--- config.mk ---
export PLATFORM = sky130hd
export DESIGN_NAME = sar_adc_seq
export DESIGN_NICKNAME = d
export VERILOG_FILES = /design/src/rtl/sar_adc_pkg.sv /design/src/rtl/sar_adc_next_ch.sv /design/src/rtl/sar_adc_seq.sv
export SDC_FILE = /design/constraint.sdc
export NUM_CORES = 1
export LEC_CHECK = 0
export CAP_MARGIN = 15
export CELL_PAD_IN_SITES_DETAIL_PLACEMENT = 1
export CELL_PAD_IN_SITES_GLOBAL_PLACEMENT = 1
export CORE_ASPECT_RATIO = 1.4
export CORE_UTILIZATION = 37
export DETAILED_ROUTE_END_ITERATION = 7
export GPL_TIMING_DRIVEN = 0
export HOLD_SLACK_MARGIN = 0.03
export MAX_ROUTING_LAYER = met4
export PLACE_DENSITY_LB_ADDON = 0.1
export SETUP_SLACK_MARGIN = 0.2
export SYNTH_ARGS = -nofsm -noshare
export SYNTH_HDL_FRONTEND = slang
export SYNTH_HIERARCHICAL = 1
export SYNTH_SLANG_ARGS = --single-unit
--- constraint.sdc ---
create_clock -name wb_clk_i -period 2.5 [get_ports wb_clk_i]
set_input_delay 0.25 -clock wb_clk_i [delete_from_list [all_inputs] [get_ports wb_clk_i]]
set_output_delay 0.25 -clock wb_clk_i [all_outputs]
set_load 0.01 [all_outputs]
--- src/rtl/sar_adc_pkg.sv ---
// Shared types and helpers for the SAR ADC conversion sequencer.
// Latency: n/a (types, constants and an elaboration-time function only).
// Backpressure: n/a.
package sar_adc_pkg;

  typedef enum logic [1:0] {
    IDLE    = 2'd0,
    SAMPLE  = 2'd1,
    CONVERT = 2'd2,
    DONE    = 2'd3
  } sar_state_t;

  // Conversions averaged per channel when averaging is compiled in.
  localparam int AVG_N  = 4;
  localparam int AVG_SH = $clog2(AVG_N);

  // Channel-select width; a single channel still needs a 1-bit select.
  function automatic int ch_sel_w(input int num_ch);
    int w;
    w = $clog2(num_ch);
    return (w < 1) ? 1 : w;
  endfunction

endpackage

--- src/rtl/sar_adc_next_ch.sv ---
// Picks the next enabled channel strictly above i_cur, else wraps to the lowest.
// Latency: purely combinational.
// Backpressure: none; evaluated every cycle.
module sar_adc_next_ch
  import sar_adc_pkg::*;
#(
  parameter  int NUM_CH = 4,
  localparam int CH_W   = ch_sel_w(NUM_CH)
) (
  input  logic [NUM_CH-1:0] i_mask,
  input  logic [CH_W-1:0]   i_cur,
  output logic [CH_W-1:0]   o_next,
  output logic              o_wrap
);

  logic            w_found_hi;
  logic [CH_W-1:0] w_hi;
  logic [CH_W-1:0] w_lo;

  // Scan downwards so the last hit is the lowest match in each category.
  always_comb begin
    w_found_hi = 1'b0;
    w_hi       = '0;
    w_lo       = '0;
    for (int i = NUM_CH - 1; i >= 0; i--) begin
      if (i_mask[i]) begin
        w_lo = CH_W'(i);
        if (CH_W'(i) > i_cur) begin
          w_hi       = CH_W'(i);
          w_found_hi = 1'b1;
        end
      end
    end
    o_wrap = !w_found_hi;
    o_next = w_found_hi ? w_hi : w_lo;
  end

endmodule

--- src/rtl/sar_adc_seq.sv ---
// Multi-channel SAR ADC sequencer: sample, binary search on cmp_i, scan channel mask.
// Latency: SAMPLE_CYC + WIDTH*SETTLE_CYC + 1 cycles per channel (x4 with SAR_ADC_SEQ_AVG_EN).
// Backpressure: one-entry valid/ready result buffer; a result arriving while full is dropped and flags overrun_o.
module sar_adc_seq
  import sar_adc_pkg::*;
#(
  parameter  int WIDTH      = 10,
  parameter  int NUM_CH     = 4,
  parameter  int SAMPLE_CYC = 4,
  parameter  int SETTLE_CYC = 2,
  localparam int CH_W       = ch_sel_w(NUM_CH)
) (
  input  logic              wb_clk_i,
  input  logic              wb_rst_n_i,
  input  logic              start_i,
  input  logic              cont_i,
  input  logic [NUM_CH-1:0] ch_mask_i,
  input  logic              cmp_i,
  output logic              sample_o,
  output logic [CH_W-1:0]   ch_sel_o,
  output logic [WIDTH-1:0]  dac_code_o,
  output logic              busy_o,
  output logic [WIDTH-1:0]  result_o,
  output logic [CH_W-1:0]   result_ch_o,
  output logic              result_valid_o,
  input  logic              result_ready_i,
  output logic              overrun_o,
  input  logic              clr_ovr_i
);

  localparam int MAXC  = (SAMPLE_CYC > SETTLE_CYC) ? SAMPLE_CYC : SETTLE_CYC;
  localparam int CNT_W = $clog2(MAXC + 1);
  localparam int BIT_W = $clog2(WIDTH);

  sar_state_t        r_state;
  sar_state_t        w_state_nxt;
  logic [CNT_W-1:0]  r_cnt;
  logic [BIT_W-1:0]  r_bit;
  logic [WIDTH-1:0]  r_code;
  logic [NUM_CH-1:0] r_mask;
  logic [CH_W-1:0]   r_ch;
  logic [WIDTH-1:0]  r_res;
  logic [CH_W-1:0]   r_res_ch;
  logic              r_vld;
  logic              r_ovr;

  logic              w_smp_last;
  logic              w_set_last;
  logic              w_start_ok;
  logic              w_last_pass;
  logic              w_push;
  logic [WIDTH-1:0]  w_res;
  logic [NUM_CH-1:0] w_nc_mask;
  logic [CH_W-1:0]   w_nc_cur;
  logic [CH_W-1:0]   w_next_ch;
  logic              w_wrap;

  assign w_smp_last = (r_cnt == CNT_W'(SAMPLE_CYC - 1));
  assign w_set_last = (r_cnt == CNT_W'(SETTLE_CYC - 1));
  assign w_start_ok = (r_state == IDLE) && start_i && (|ch_mask_i);
  assign w_push     = (r_state == DONE) && w_last_pass;

  // In IDLE, searching above the top channel always wraps, so the encoder
  // yields the lowest enabled channel of the incoming mask.
  assign w_nc_mask = (r_state == IDLE) ? ch_mask_i : r_mask;
  assign w_nc_cur  = (r_state == IDLE) ? CH_W'(NUM_CH - 1) : r_ch;

  sar_adc_next_ch #(
    .NUM_CH (NUM_CH)
  ) u_next_ch (
    .i_mask (w_nc_mask),
    .i_cur  (w_nc_cur),
    .o_next (w_next_ch),
    .o_wrap (w_wrap)
  );

`ifdef SAR_ADC_SEQ_AVG_EN
  localparam int PASS_W = AVG_SH;

  logic [PASS_W-1:0]       r_pass;
  logic [WIDTH+AVG_SH-1:0] r_acc;
  logic [WIDTH+AVG_SH-1:0] w_sum;

  assign w_sum       = r_acc + {{AVG_SH{1'b0}}, r_code};
  assign w_last_pass = (r_pass == PASS_W'(AVG_N - 1));
  assign w_res       = w_sum[AVG_SH +: WIDTH];

  // Accumulate each pass of a channel; the final pass clears for the next channel.
  always_ff @(posedge wb_clk_i or negedge wb_rst_n_i) begin
    if (!wb_rst_n_i) begin
      r_pass <= '0;
      r_acc  <= '0;
    end else if (r_state == DONE) begin
      if (w_last_pass) begin
        r_pass <= '0;
        r_acc  <= '0;
      end else begin
        r_pass <= r_pass + 1'b1;
        r_acc  <= w_sum;
      end
    end
  end
`else
  assign w_last_pass = 1'b1;
  assign w_res       = r_code;
`endif

  // State register.
  always_ff @(posedge wb_clk_i or negedge wb_rst_n_i) begin
    if (!wb_rst_n_i) r_state <= IDLE;
    else             r_state <= w_state_nxt;
  end

  // Next-state decode and the analog-facing control outputs.
  always_comb begin
    w_state_nxt = r_state;
    sample_o    = 1'b0;
    busy_o      = 1'b1;
    dac_code_o  = '0;
    case (r_state)
      IDLE: begin
        busy_o = 1'b0;
        if (w_start_ok) w_state_nxt = SAMPLE;
      end
      SAMPLE: begin
        sample_o = 1'b1;
        if (w_smp_last) w_state_nxt = CONVERT;
      end
      CONVERT: begin
        dac_code_o = r_code | (WIDTH'(1) << r_bit);
        if (w_set_last && (r_bit == '0)) w_state_nxt = DONE;
      end
      DONE: begin
        // cont_i only matters when the scan wraps past the top enabled channel.
        if (!w_last_pass || !w_wrap || cont_i) w_state_nxt = SAMPLE;
        else                                  w_state_nxt = IDLE;
      end
      default: w_state_nxt = IDLE;
    endcase
  end

  // Cycle counter, bit index and successive-approximation register.
  always_ff @(posedge wb_clk_i or negedge wb_rst_n_i) begin
    if (!wb_rst_n_i) begin
      r_cnt  <= '0;
      r_bit  <= '0;
      r_code <= '0;
    end else begin
      case (r_state)
        SAMPLE: begin
          r_cnt  <= w_smp_last ? '0 : r_cnt + 1'b1;
          r_bit  <= BIT_W'(WIDTH - 1);
          r_code <= '0;
        end
        CONVERT: begin
          if (w_set_last) begin
            r_cnt         <= '0;
            r_code[r_bit] <= cmp_i;
            if (r_bit != '0) r_bit <= r_bit - 1'b1;
          end else begin
            r_cnt <= r_cnt + 1'b1;
          end
        end
        default: r_cnt <= '0;
      endcase
    end
  end

  // Captured mask and current channel.
  always_ff @(posedge wb_clk_i or negedge wb_rst_n_i) begin
    if (!wb_rst_n_i) begin
      r_mask <= '0;
      r_ch   <= '0;
    end else if (w_start_ok) begin
      r_mask <= ch_mask_i;
      r_ch   <= w_next_ch;
    end else if (w_push && (!w_wrap || cont_i)) begin
      r_ch   <= w_next_ch;
    end
  end

  // One-entry result buffer with sticky overrun; a new overrun beats a clear.
  always_ff @(posedge wb_clk_i or negedge wb_rst_n_i) begin
    if (!wb_rst_n_i) begin
      r_res    <= '0;
      r_res_ch <= '0;
      r_vld    <= 1'b0;
      r_ovr    <= 1'b0;
    end else begin
      if (w_push && (!r_vld || result_ready_i)) begin
        r_res    <= w_res;
        r_res_ch <= r_ch;
        r_vld    <= 1'b1;
      end else if (r_vld && result_ready_i) begin
        r_vld    <= 1'b0;
      end
      if (w_push && r_vld && !result_ready_i) r_ovr <= 1'b1;
      else if (clr_ovr_i)                     r_ovr <= 1'b0;
    end
  end

  assign ch_sel_o       = r_ch;
  assign result_o       = r_res;
  assign result_ch_o    = r_res_ch;
  assign result_valid_o = r_vld;
  assign overrun_o      = r_ovr;

endmodule

==> results.txt <==
DRC violation count after routing - 0
Num ports - 39
Sw frac - 0.397
Iteration-0 DRC Markers - 73
Max Cap Violations - 0
Finish-stage setup viols - 0
Number of standard cells after synthesis - 230
Unique cell type count in the Yosys netlist - 40
Number of synthesized register bits - 39
CP Class - reg -> out
Core box area - 0.00586 mm^2
Overall overflow remaining after global route - 0
Met2 usage - 0.342
Hold crit path type - in -> async
Remaining number of nets flagged by the antenna check after routing - 0
Number of non-filler instances in the completed layout - 359
Cell-by-cell listing of the critical path - inv_2 -> buf_4 -> ha_1 -> clkbuf_8 -> clkbuf_8 -> a21boi_0 -> dlygate4sd2_1
Number of enable-type register cells in the synthesized netlist - 0
Final Skew - 11.8 ps
Total inserted antenna cells - 0
GRT met3 Usage - 0.0316
Worst-case vdd ir drop - 0.497 mV
Share of the cycle needed by the critical path after routing - 0.904
Routed wire per std cell - 16.4 um
Slew margin rel. - 0.529
Final core utilization - 0.512
Largest area contributor in the synthesized netlist - sky130_fd_sc_hd__dfrtp_1
Pin count of the biggest net entering global routing - 27
Worst skew pair latency - 300 ps
Xor/xnor cell area share of the yosys netlist - 0
Detailed placement HPWL - 4120 um
Number of antenna violations at the first check in global routing - 0
Peak fanout along the critical path - 10
Max-slew violation count - 0
Port buffer count - 38
Async SR Flop Fraction - 1.00
H-tree depth - 2
Maximum clock frequency - 443 MHz
Final hold violations - 0
Synthesized netlist net count - 256
Final critical delay including setup and external delays - 2260 ps
Share of cells above drive strength 1 - 0.225
Switching power summed over all nets - 1550 uW
Worst setup slack after placement - -193 ps
Count of synthesis-stage warnings from yosys - 6
Fillers - 684
Clk root buf - sky130_fd_sc_hd__clkbuf_8
Required time reported for the critical path endpoint - 2250 ps
Clock sink total - 39
Register area share after synthesis - 0.434
First drt pass iteration count - 4
Reg-to-reg critical path startpoint - r_state[0]$_DFFE_PN0P_
Synthesized area per cell - 9.78 um^2
RR Endpoint - ch_sel_o[1]$_DFFE_PN0P_
Final RePlAce weighted congestion - 0.797
TritonCTS Buffers - 5
Die outline area - 0.00640 mm^2
Row count - 33
Most heavily used metal layer in global routing - met2
Fraction of power consumed by sequential logic - 0.281
Areal power density over the cells - 1300 mW/mm^2
Register-to-register setup slack - 260 ps
Synth Area in Compound Gates - 0.198
Worst Reg-to-Reg Cells - 11
Clock Tree Buf Depth - 2
Clk slew on worst S/H paths - 90 ps
Arrival @ worst endpoint - 2010 ps
Max stage delay on crit path - 410 ps
Portion of total power attributed to the clock network - 0.139
Dominant cells by area after synthesis - sky130_fd_sc_hd__dfrtp_1 43%, sky130_fd_sc_hd__ha_1 8.3%, sky130_fd_sc_hd__mux2_2 6.5%
Slowest cell on the critical path - sky130_fd_sc_hd__dfrtp_1
Setup repair after global routing missed its margin - true
Effective utilization at floorplan - 0.383
GRT Total Usage - 0.203
Netlist area before placement - 0.00225 mm^2
Kind of end point of the critical path - output pin
Inst Count DP - 339
Post-layout nets - 314
Cell-internal power - 2360 uW
Critical path's most frequent cell - sky130_fd_sc_hd__clkbuf_8
Fraction of the mapped netlist area in adder cells - 0.0835
Combinational family with the most area after synthesis - compound AO/OA/AOI/OAI gates
Met1 GRT Util - 0.243
Logic gate share of total power - 0.580
Via count - 1843
Simple-Gate Fraction of Synth Area - 0.151
Routed wire length - 5890 um
Category of the worst setup path launch point - register
Global-route wire length before repair - 9250 um
Top cell type's share of synthesized area - 0.434
Result of the run - completed
CTS tree - built
Sum of internal, switching and leakage power - 3920 uW
Number of global-route vias before repair - 1837
Via count normalized by instance count - 5.13
Worst-Margin Slew - 701 ps
Min setup slack post-route - 241 ps
Die boundary height - 94.2 um
Synthesis-to-finish area growth - 33.6%
X dimension of the die - 67.9 um
Leakage power total - 0.00136 uW
Dominant synthesized flop cell - sky130_fd_sc_hd__dfrtp_1
Multiplexer share of the synthesized area - 0.0701
[layout make-up]
| cell class | count | area, um^2 | area share |
|---|---|---|---|
| multi-input cells | 156 | 1160 | 0.388 |
| flip-flops and latches | 39 | 980 | 0.326 |
| repair buffers | 51 | 478 | 0.159 |
| inverters | 25 | 96.3 | 0.0321 |
| well taps | 70 | 87.6 | 0.0292 |
| plain buffers | 10 | 83.8 | 0.0279 |
| clock buffers | 5 | 68.8 | 0.0229 |
| clock inverters | 3 | 43.8 | 0.0146 |
[metrics by stage]
| step | hold WS (ps) | area, um^2 | TNS (ps) |
|---|---|---|---|
| 2_1_floorplan | -45.6 | 2250 | 0 |
| 3_3_place_gp | 460 | 2720 | -1270 |
| 3_5_place_dp | 177 | 2730 | -1450 |
| 4_1_cts | 376 | 2940 | 0 |
| 5_1_grt | 416 | 3000 | 0 |
| 6_report | 380 | 3000 | 0 |
[worst max path at each step]
| stage | start | endpoint | slack [ps] | depth (start not counted) |
|---|---|---|---|---|
| 2_1_floorplan | r_state[1]$_DFFE_PN0P_ | ch_sel_o[0]$_DFFE_PN0P_ | 220 | 11 |
| 3_3_place_gp | r_state[0]$_DFFE_PN0P_ | dac_code_o[4] | -170 | 6 |
| 3_5_place_dp | r_state[0]$_DFFE_PN0P_ | dac_code_o[4] | -190 | 6 |
| 4_1_cts | r_bit[0]$_DFFE_PN0P_ | dac_code_o[3] | 40 | 4 |
| 5_1_grt | r_state[0]$_DFFE_PN0P_ | dac_code_o[7] | 140 | 7 |
| 6_report | r_state[0]$_DFFE_PN0P_ | dac_code_o[9] | 240 | 7 |
[state kept, by name, summed over array words and instances (netlist names)]
register        flops
result_o           10
r_mask              4
r_cnt               3
ch_sel_o            2
r_bit               4
result_ch_o         2
r_state             2
overrun_o           1
result_valid_o      1
r_code             10
[cells in the final DEF (no fill, tap or decap), drive strengths merged]
cell type,n
a21boi,10
a21o,1
a21oi,6
a22o,12
a22oi,1
a2bb2oi,1
a31oi,2
a41o,1
and2,3
and3b,1
buf,16
bufinv,1
clkbuf,13
clkdlybuf4s15,2
clkdlybuf4s50,27
clkinv,2
dfrtp,39
dlygate4sd2,6
dlygate4sd3,1
dlymetal6s2s,1
ha,15
inv,25
mux2,14
nand2,24
nand2b,5
nand3,4
nand3b,6
nor2,4
nor2b,4
nor3b,1
o21a,1
o21ai,27
o221ai,1
o22ai,3
o31a,1
or2,2
or3,1
or3b,4
or4,1
[synthesized netlist by cell type (all sizes together), types with 3 or more instances]
| master | number |
|---|---|
| inv | 25 |
| o22ai | 3 |
| dfrtp | 39 |
| clkbuf | 7 |
| a22o | 12 |
| nand2 | 24 |
| a21oi | 6 |
| nor2b | 4 |
| or3b | 4 |
| nor2 | 4 |
| mux2 | 14 |
| nand3b | 6 |
| nand3 | 4 |
| a21boi | 10 |
| o21ai | 27 |
| and2 | 3 |
| ha | 15 |
| buf | 3 |
| nand2b | 5 |
[worst max-delay path, delay by kind of cell, from the launching register on]
| family | cells | cell delay, ps |
|---|---|---|
| adder cells (fa/ha/maj) | 1 | 200 |
| AO/OA/AOI/OAI | 1 | 190 |
| flip-flops | 1 | 410 |
| buffers and inverters | 5 | 900 |
[kinds of logic (layout without fill, tap and decap cells)]
logic type | count (synthesis) | count (layout)
AOI/OAI and AO/OA | 67 | 67
DFF | 39 | 39
and+or+nand+nor | 60 | 60
adders and majority gates | 15 | 15
buffers and inverters | 35 | 94
muxes | 14 | 14
[metal layers]
layer / wire (um) / share of wire
met5: 0 / 0
met4: 74 / 0.013
met3: 171 / 0.029
met2: 3060 / 0.52
met1: 2590 / 0.44
[power by group through the flow]
stage                     clock network (uW)  registers [uW]  logic (uW)
final                                    546            1100        2270
after global routing                     587            1140        2500
after CTS                                559            1090        2180
after detailed placement                   0            1110        2010
after global placement                     0            1090        1970
after floorplan                            0            1110        1240
[timing repair]
action,CTS,global route
resized for setup,34,12
setup endpoints to repair,13,6
hold endpoints to repair,13,0
hold buffers,1,0
pin swaps,0,3
gates cloned,0,0
setup buffers,6,5
Power figures use the tool's default switching activity.
